## config.mk

```make
export PLATFORM = sky130hd
export DESIGN_NAME = button_conditioner_multi
export DESIGN_NICKNAME = d
export VERILOG_FILES = /design/src/rtl/button_conditioner_multi.sv
export SDC_FILE = /design/constraint.sdc
export NUM_CORES = 1
export LEC_CHECK = 0
export BUFFER_PORTS_ARGS = -buffer_cell sky130_fd_sc_hd__buf_2
export CAP_MARGIN = 15
export CORE_MARGIN = 3
export CORE_UTILIZATION = 40
export CTS_BUF_LIST = sky130_fd_sc_hd__clkbuf_4 sky130_fd_sc_hd__clkbuf_8
export DETAILED_ROUTE_END_ITERATION = 7
export PLACE_DENSITY = 0.67
export RECOVER_POWER = 100
export SLEW_MARGIN = 20
export SYNTH_ARGS = -nofsm -noshare
export SYNTH_HDL_FRONTEND = slang
export SYNTH_HIERARCHICAL = 1
export SYNTH_SLANG_ARGS = --single-unit
```

## constraint.sdc

```tcl
create_clock -name clk_in -period 2.7 [get_ports clk_in]
set_input_delay 0.54 -clock clk_in [delete_from_list [all_inputs] [get_ports clk_in]]
set_output_delay 0.54 -clock clk_in [all_outputs]
set_load 0.1 [all_outputs]
```

## src/rtl/button_conditioner_multi.sv

```systemverilog
// N-channel push-button front end: 2-FF sync, counter debounce, press/release edges,
// long-press detect. Optional auto-repeat on held buttons, enabled by AUTO_REPEAT_EN.

module btn_channel #(
  parameter int DB_CYCLES     = 500_000,
  parameter int HOLD_CYCLES   = 100_000_000,
  parameter int REPEAT_CYCLES = 20_000_000
) (
  input  logic clk_in,
  input  logic rst,
  input  logic btn,
  output logic level,
  output logic press_pulse,
  output logic release_pulse,
  output logic long_press,
  output logic repeat_pulse
);
  localparam int DBW = $clog2(DB_CYCLES);
  localparam int HCW = $clog2(HOLD_CYCLES);
  localparam logic [DBW-1:0] DB_LAST   = DBW'(DB_CYCLES - 1);
  localparam logic [HCW-1:0] HOLD_LAST = HCW'(HOLD_CYCLES - 1);

  if (DB_CYCLES < 2) begin : g_db_chk
    $error("DB_CYCLES must be >= 2");
  end
  if (HOLD_CYCLES <= DB_CYCLES) begin : g_hold_chk
    $error("HOLD_CYCLES must exceed DB_CYCLES");
  end
  if (REPEAT_CYCLES < 2) begin : g_rep_chk
    $error("REPEAT_CYCLES must be >= 2");
  end

  typedef enum logic [1:0] {IDLE, PRESSED, HELD} state_t;

  logic           s0, s1;
  logic [DBW-1:0] db_cnt;
  logic [HCW-1:0] hold_cnt;
  state_t         state;
  logic           differ, db_done, rise, fall;

  assign differ  = (s1 != level);
  assign db_done = differ && (db_cnt == DB_LAST);
  assign rise    = db_done && s1;
  assign fall    = db_done && !s1;

  // Edge pulses are registered alongside level so they appear with the new value.
  always_ff @(posedge clk_in or negedge rst) begin
    if (!rst) begin
      s0            <= 1'b0;
      s1            <= 1'b0;
      level         <= 1'b0;
      db_cnt        <= '0;
      press_pulse   <= 1'b0;
      release_pulse <= 1'b0;
    end else begin
      s0            <= btn;
      s1            <= s0;
      press_pulse   <= rise;
      release_pulse <= fall;
      if (!differ) begin
        db_cnt <= '0;
      end else if (db_cnt == DB_LAST) begin
        level  <= s1;
        db_cnt <= '0;
      end else begin
        db_cnt <= db_cnt + 1'b1;
      end
    end
  end

  // A debounced fall overrides everything, so it also suppresses a coincident long_press.
  always_ff @(posedge clk_in or negedge rst) begin
    if (!rst) begin
      state      <= IDLE;
      hold_cnt   <= '0;
      long_press <= 1'b0;
    end else begin
      long_press <= 1'b0;
      if (fall) begin
        state    <= IDLE;
        hold_cnt <= '0;
      end else begin
        case (state)
          IDLE: if (rise) begin
            state    <= PRESSED;
            hold_cnt <= '0;
          end
          PRESSED: if (hold_cnt == HOLD_LAST) begin
            state      <= HELD;
            long_press <= 1'b1;
          end else begin
            hold_cnt <= hold_cnt + 1'b1;
          end
          HELD:    state <= HELD;
          default: state <= IDLE;
        endcase
      end
    end
  end

`ifdef AUTO_REPEAT_EN
  localparam int RCW = $clog2(REPEAT_CYCLES);
  localparam logic [RCW-1:0] REP_LAST = RCW'(REPEAT_CYCLES - 1);
  logic [RCW-1:0] rep_cnt;

  // rep_cnt starts at 0 on the long_press edge, so the first wrap lands REPEAT_CYCLES later.
  always_ff @(posedge clk_in or negedge rst) begin
    if (!rst) begin
      rep_cnt      <= '0;
      repeat_pulse <= 1'b0;
    end else begin
      repeat_pulse <= 1'b0;
      if (fall || state != HELD) begin
        rep_cnt <= '0;
      end else if (rep_cnt == REP_LAST) begin
        rep_cnt      <= '0;
        repeat_pulse <= 1'b1;
      end else begin
        rep_cnt <= rep_cnt + 1'b1;
      end
    end
  end
`else
  assign repeat_pulse = 1'b0;
`endif

endmodule

module button_conditioner_multi #(
  parameter int N_BTN         = 5,
  parameter int DB_CYCLES     = 500_000,
  parameter int HOLD_CYCLES   = 100_000_000,
  parameter int REPEAT_CYCLES = 20_000_000
) (
  input  logic             clk_in,
  input  logic             rst,
  input  logic [N_BTN-1:0] btn_in,
  output logic [N_BTN-1:0] btn_level,
  output logic [N_BTN-1:0] press_pulse,
  output logic [N_BTN-1:0] release_pulse,
  output logic [N_BTN-1:0] long_press,
  output logic [N_BTN-1:0] repeat_pulse
);
  for (genvar i = 0; i < N_BTN; i++) begin : g_lane
    btn_channel #(
      .DB_CYCLES    (DB_CYCLES),
      .HOLD_CYCLES  (HOLD_CYCLES),
      .REPEAT_CYCLES(REPEAT_CYCLES)
    ) u_ch (
      .clk_in       (clk_in),
      .rst          (rst),
      .btn          (btn_in[i]),
      .level        (btn_level[i]),
      .press_pulse  (press_pulse[i]),
      .release_pulse(release_pulse[i]),
      .long_press   (long_press[i]),
      .repeat_pulse (repeat_pulse[i])
    );
  end
endmodule

```

== Yosys cells after proc, flatten, opt, wreduce, memory -nomap -nowiden ==
Index checks and enable logic that the tools add are counted.
Word-level totals
  register bits: 270
  latch bits: 0
  memory bits (writable): 0
  ROM bits: 0
  input bits: 7
  output and inout bits: 25
  word-level logic and storage cells: 205
  memories: 0
Cells by class
  add/subtract/negate cells: 10
  $mul: 0
  div/mod/pow operators: 0
  magnitude comparators: 0
  equality and inequality tests: 40
  shift-type cells: 0
  multiplexer cells: 65
  bitwise logic cells: 0
  reductions and logical operators: 45
Operator list (number)
  27-bit two-way mux: 15
  27-bit case mux with 2 select lines: 5
  19-bit two-way mux: 10
  27-bit by 1-bit adder with 27-bit output (second input constant): 5
  27-bit equality test (second input constant): 5
  19-bit by 1-bit adder with 19-bit output (second input constant): 5
  19-bit equality test (second input constant): 5
  2-bit two-way mux: 15
  3-bit by 1-bit inequality test with 1-bit output (second input constant): 10
  2-bit case mux with 3 select lines: 5
  2-bit AND reduction: 10
  1-bit logical AND: 15
  1-bit two-way mux: 15
  3-bit by 2-bit inequality test with 1-bit output (second input constant): 5
  3-bit AND reduction: 5
  3-bit nonzero test: 5
  2-bit by 1-bit equality test with 1-bit output (second input constant): 5
  2-bit equality test (second input constant): 5
  2-bit logical NOT: 5
  1-bit logical NOT: 5
  1-bit inequality test: 5

== Logic depth before layout (Yosys ltp) ==
  depth after elaboration: 6
  gate-level depth with buffers: 11

== Modules after synthesis ==
Netlist, hierarchy kept.
Modules (own cells, without submodules)
  btn_channel at g_lane[1].u_ch ...: instances 3, cells an instance 307, area each 2874.0 um^2
  btn_channel at g_lane[4].u_ch: instances 1, cells an instance 314, area each 2941.6 um^2
  btn_channel at g_lane[0].u_ch: instances 1, cells an instance 309, area each 2914.0 um^2

== Least setup slack after synthesis ==
OpenSTA, ideal clock, no wires.
  path type: flip-flop to flip-flop
  from: reg g_lane[4].u_ch.db_cnt[0]
  to: reg g_lane[4].u_ch.hold_cnt[11]
  arrival: 2.496 ns
  data required time: 2.608 ns
  setup slack: 0.112 ns
  cell stages (with the launch flop): 12
  clock period less this slack: 2.588 ns
  cell sequence: dfrtp_1 ha_1 nand3_1 or4_1 buf_2 o31ai_4 a31oi_1 buf_2 or2_1 buf_6 buf_6 o31ai_2
Between the ends
  word-level cells in the longest chain between the ends: 5
RTL lines
  start: declaration: RTL line 36  | logic [DBW-1:0] db_cnt;
  start signal: assignment: RTL line 66  | db_cnt <= db_cnt + 1'b1;
  19-bit equality test (*): RTL line 42  | assign db_done = differ && (db_cnt == DB_LAST);
  1-bit logical AND (*): RTL line 42
  1-bit logical AND, on equally long branches: RTL line 44, 43
  3-bit by 2-bit inequality test with 1-bit output (no line) (tied with other cells)
  3-bit AND reduction (no line)
  end signal: assignment: RTL line 92  | hold_cnt <= hold_cnt + 1'b1;
  end: declaration: RTL line 37  | logic [HCW-1:0] hold_cnt;
Every way passes the cells marked *; elsewhere a longest branch is shown, timed or not.
A chain may end at the register's enable or synchronous reset.

== Worst setup path in the final report ==
  from: reg g_lane[2].u_ch.hold_cnt[19]
  to: reg g_lane[2].u_ch.hold_cnt[11]
Between the ends
  word-level cells in the longest chain between the ends: 3
RTL lines
  start: declaration: RTL line 37
  start signal: assignment: RTL line 92
  27-bit equality test: RTL line 88  | PRESSED: if (hold_cnt == HOLD_LAST) begin
  3-bit by 2-bit inequality test with 1-bit output (no line)
  3-bit AND reduction (no line)
Every way passes these cells.

==> results.md <==
* Setup violations, final at 0
* Hpwl dp at 20130 um
* Core area at 35660 um^2
* Worst hold path type: input pin to register
* # IOs at 32
* Endpoints failing hold at 0
* Max rail drop VDD at 0.4297 mV
* Crit path max fanout at 18
* Die Area at 38510 um^2
* Total GRT Usage at 15.92%
* Pre-antenna DRT Iters at 5
* First-pass GRT wire length at 53590 um
* Htree depth at 2
* Via density at 5.510
* Cell accounting for the most synthesized area: dfrtp_1
* Num CTS Buffers at 47
* PortBufs at 26
* Startpoint types: register
* CTS Sinks at 270
* Fin crit share at 94.79%
* FP Rows at 69
* Fraction of registers with async set/reset at 100.0%
* RSZ-0062 raised after global routing: false
* Slew Limit Headroom at 7.449%
* Commonest cells post-synth: 270 x dfrtp_1, 175 x nor2_1, 157 x nand2_1
* Post-Syn Area at 14480 um^2
* Drt wl/cell at 14.27 um
* ANT nets after route at 0
* Final Non-Filler Cells at 2115
* Max Slew Vio Count at 0
* Inserted Diodes at 0
* CTS Buffer Depth at 3
* Worst EP arrival at 3000 ps
* Clk Latency, worst-skew pair at 560 ps
* Most frequent cell after synthesis: dfrtp_1
* Critical path's top delay family: simple AND/OR/NAND/NOR gates
* Clock Tree Root: clkbuf_8
* Top FF cell, synth: dfrtp_1
* Max Cap Violations at 0
* Core occupancy in the finished layout at 45.83%
* Final Hold Slack at 90.41 ps
* Status: complete, no violations
* Tmin final at 2559 ps
* Synthesized area per cell at 9.377 um^2
* Syn Nets at 1576
* Leak at 0.006801 uW
* Die width at 196.2 um
* Synth Register Bits at 270
* Chip Height at 196.2 um
* Max incr delay on CP at 690 ps
* Placed Instances at 2031
* Antenna violations before repair at 0
* WS Path Type: register to register
* Least-Margin Pin Slew at 1388 ps
* Synth top area share at 46.67%
* Crit end category: register
* Yosys warning count at 6
* Layout Nets at 1654
* Synth-to-Final Area Change at 12.87%
* Routed vias at 11650
* Clock Skew at 24.82 ps
* Area contributors post-synth: dfrtp_1 47%, nor2_1 4.5%, nand3_1 4.4%
* Initial Util at 40.60%
* Seq/Total Area, Yosys at 46.67%
* Worst-path clk slew at 60 ps
* GP Congestion at 0.8121
* Slowest stage cell, crit path: or4b_2
* Number of distinct library cells after synthesis at 64
* PD cells at 502.9 nW/um^2
* Number of DRC markers in iteration 0 at 725
* Highest clock rate at 0.3907 GHz
* Number of global-route vias before repair at 11400
* Setup TNS at 0 ps
* Post-Route WL at 30190 um
* Post-synth EDFFs at 0
* Cell mode on critical path: a21o_1
* Buffers & Inverters on Critical Path at 1
* Total global routing overflow at 0
* Largest net degree at the start of global routing at 78
* CP cell instances: or4b_2, nor3_1, a31oi_1, a21boi_2, buf_4, a21o_1, a21o_1
* TritonCTS clock tree: done
* Cells after Synth at 1544
* WP data required at 3140 ps
* Drt drc at 0
* Layout cell share with drive strength beyond 1 at 13.36%
placed cells by master, fill, tap and decap left out, types with 41 or more instances in the layout:
cell / count
inv_1: 46
xnor2_1: 41
clkbuf_8: 65
nor3_1: 49
nor2_1: 175
nand4_1: 59
o21ai_0: 70
dfrtp_1: 270
nand2_1: 157
nand3_1: 127
layout make-up:
class	count	area, um^2
clock buffers	77	984.7
fillers	3342	19310
clock inverters	4	20.02
inverters	46	172.7
flip-flops and latches	270	6756
repair buffers	87	626.9
well taps	461	576.8
multi-input cells	1170	7203
per-layer routing:
| layer | up-vias | GRT usage, % | share of wire, % |
|---|---|---|---|
| met4 | 0 | 4.463 | 2.1 |
| met2 | 211 | 25.76 | 45 |
| li1 | 5725 | - | - |
| met5 | - | 0 | 0 |
| met3 | 50 | 2.782 | 4.0 |
| met1 | 5667 | 22.14 | 49 |
per-stage QoR:
step | total power [uW] | instance area [um^2] | setup slack (ps)
6_report | 8218 | 16340 | 140.7
5_1_grt | 8582 | 16340 | 2.768
4_1_cts | 8390 | 16420 | 30.61
3_5_place_dp | 4374 | 15410 | 0.4767
3_3_place_gp | 4369 | 15410 | 99.60
2_1_floorplan | 4256 | 14480 | 112.3
power breakdown:
| group | internal [uW] | switching [uW] |
|---|---|---|
| logic | 38.2 | 156 |
| clock network | 2290 | 1640 |
| registers | 4070 | 20.7 |
state kept, by name (all words and copies together), names as in the netlist:
| register | count |
|---|---|
| g_lane.u_ch/s0 | 5 |
| g_lane.u_ch/db_cnt | 95 |
| g_lane.u_ch/hold_cnt | 135 |
| g_lane.u_ch/press_pulse | 5 |
| g_lane.u_ch/s1 | 5 |
| g_lane.u_ch/state | 10 |
| g_lane.u_ch/release_pulse | 5 |
| g_lane.u_ch/level | 5 |
| g_lane.u_ch/long_press | 5 |
cells by family (layout without fill, tap and decap cells):
group,after synthesis,in the layout,synth area share (%)
xor+xnor,70,70,4.235
buf+inv,104,214,3.785
compound gates,284,284,14.59
flops,270,270,46.67
fa+ha+maj,25,25,2.161
mux,19,19,1.357
simple gates,767,767,27.08
other cells,5,5,0.1296
worst paths after layout:
kind | start | endpoint | slack (ps) | cells after the start
min | btn_in[0] | g_lane[0].u_ch/s0$_DFF_PN0_ | 90 | 1
max | g_lane[2].u_ch/hold_cnt[19]$_DFFE_PN0P_ | g_lane[2].u_ch/hold_cnt[11]$_DFFE_PN0P_ | 140 | 7
min in group asynchronous | rst | g_lane[1].u_ch/db_cnt[8]$_DFF_PN0_ | 860 | 2
max reg2reg | g_lane[2].u_ch/hold_cnt[19]$_DFFE_PN0P_ | g_lane[2].u_ch/hold_cnt[11]$_DFFE_PN0P_ | 140 | 7
min reg2reg | g_lane[1].u_ch/s0$_DFF_PN0_ | g_lane[1].u_ch/s1$_DFF_PN0_ | 350 | 0
max in group asynchronous | rst | g_lane[3].u_ch/press_pulse$_DFF_PN0_ | 370 | 3
timing repair:
item | in CTS | in global routing
endpoints found under the hold margin | 46 | 0
hold buffers | 1 | 0
pin swaps | 0 | 2
resized for setup | 1 | 21
setup endpoints to repair | 2 | 117
buffers inserted | 0 | 2
No activity file was read; power rests on OpenSTA's default activity.
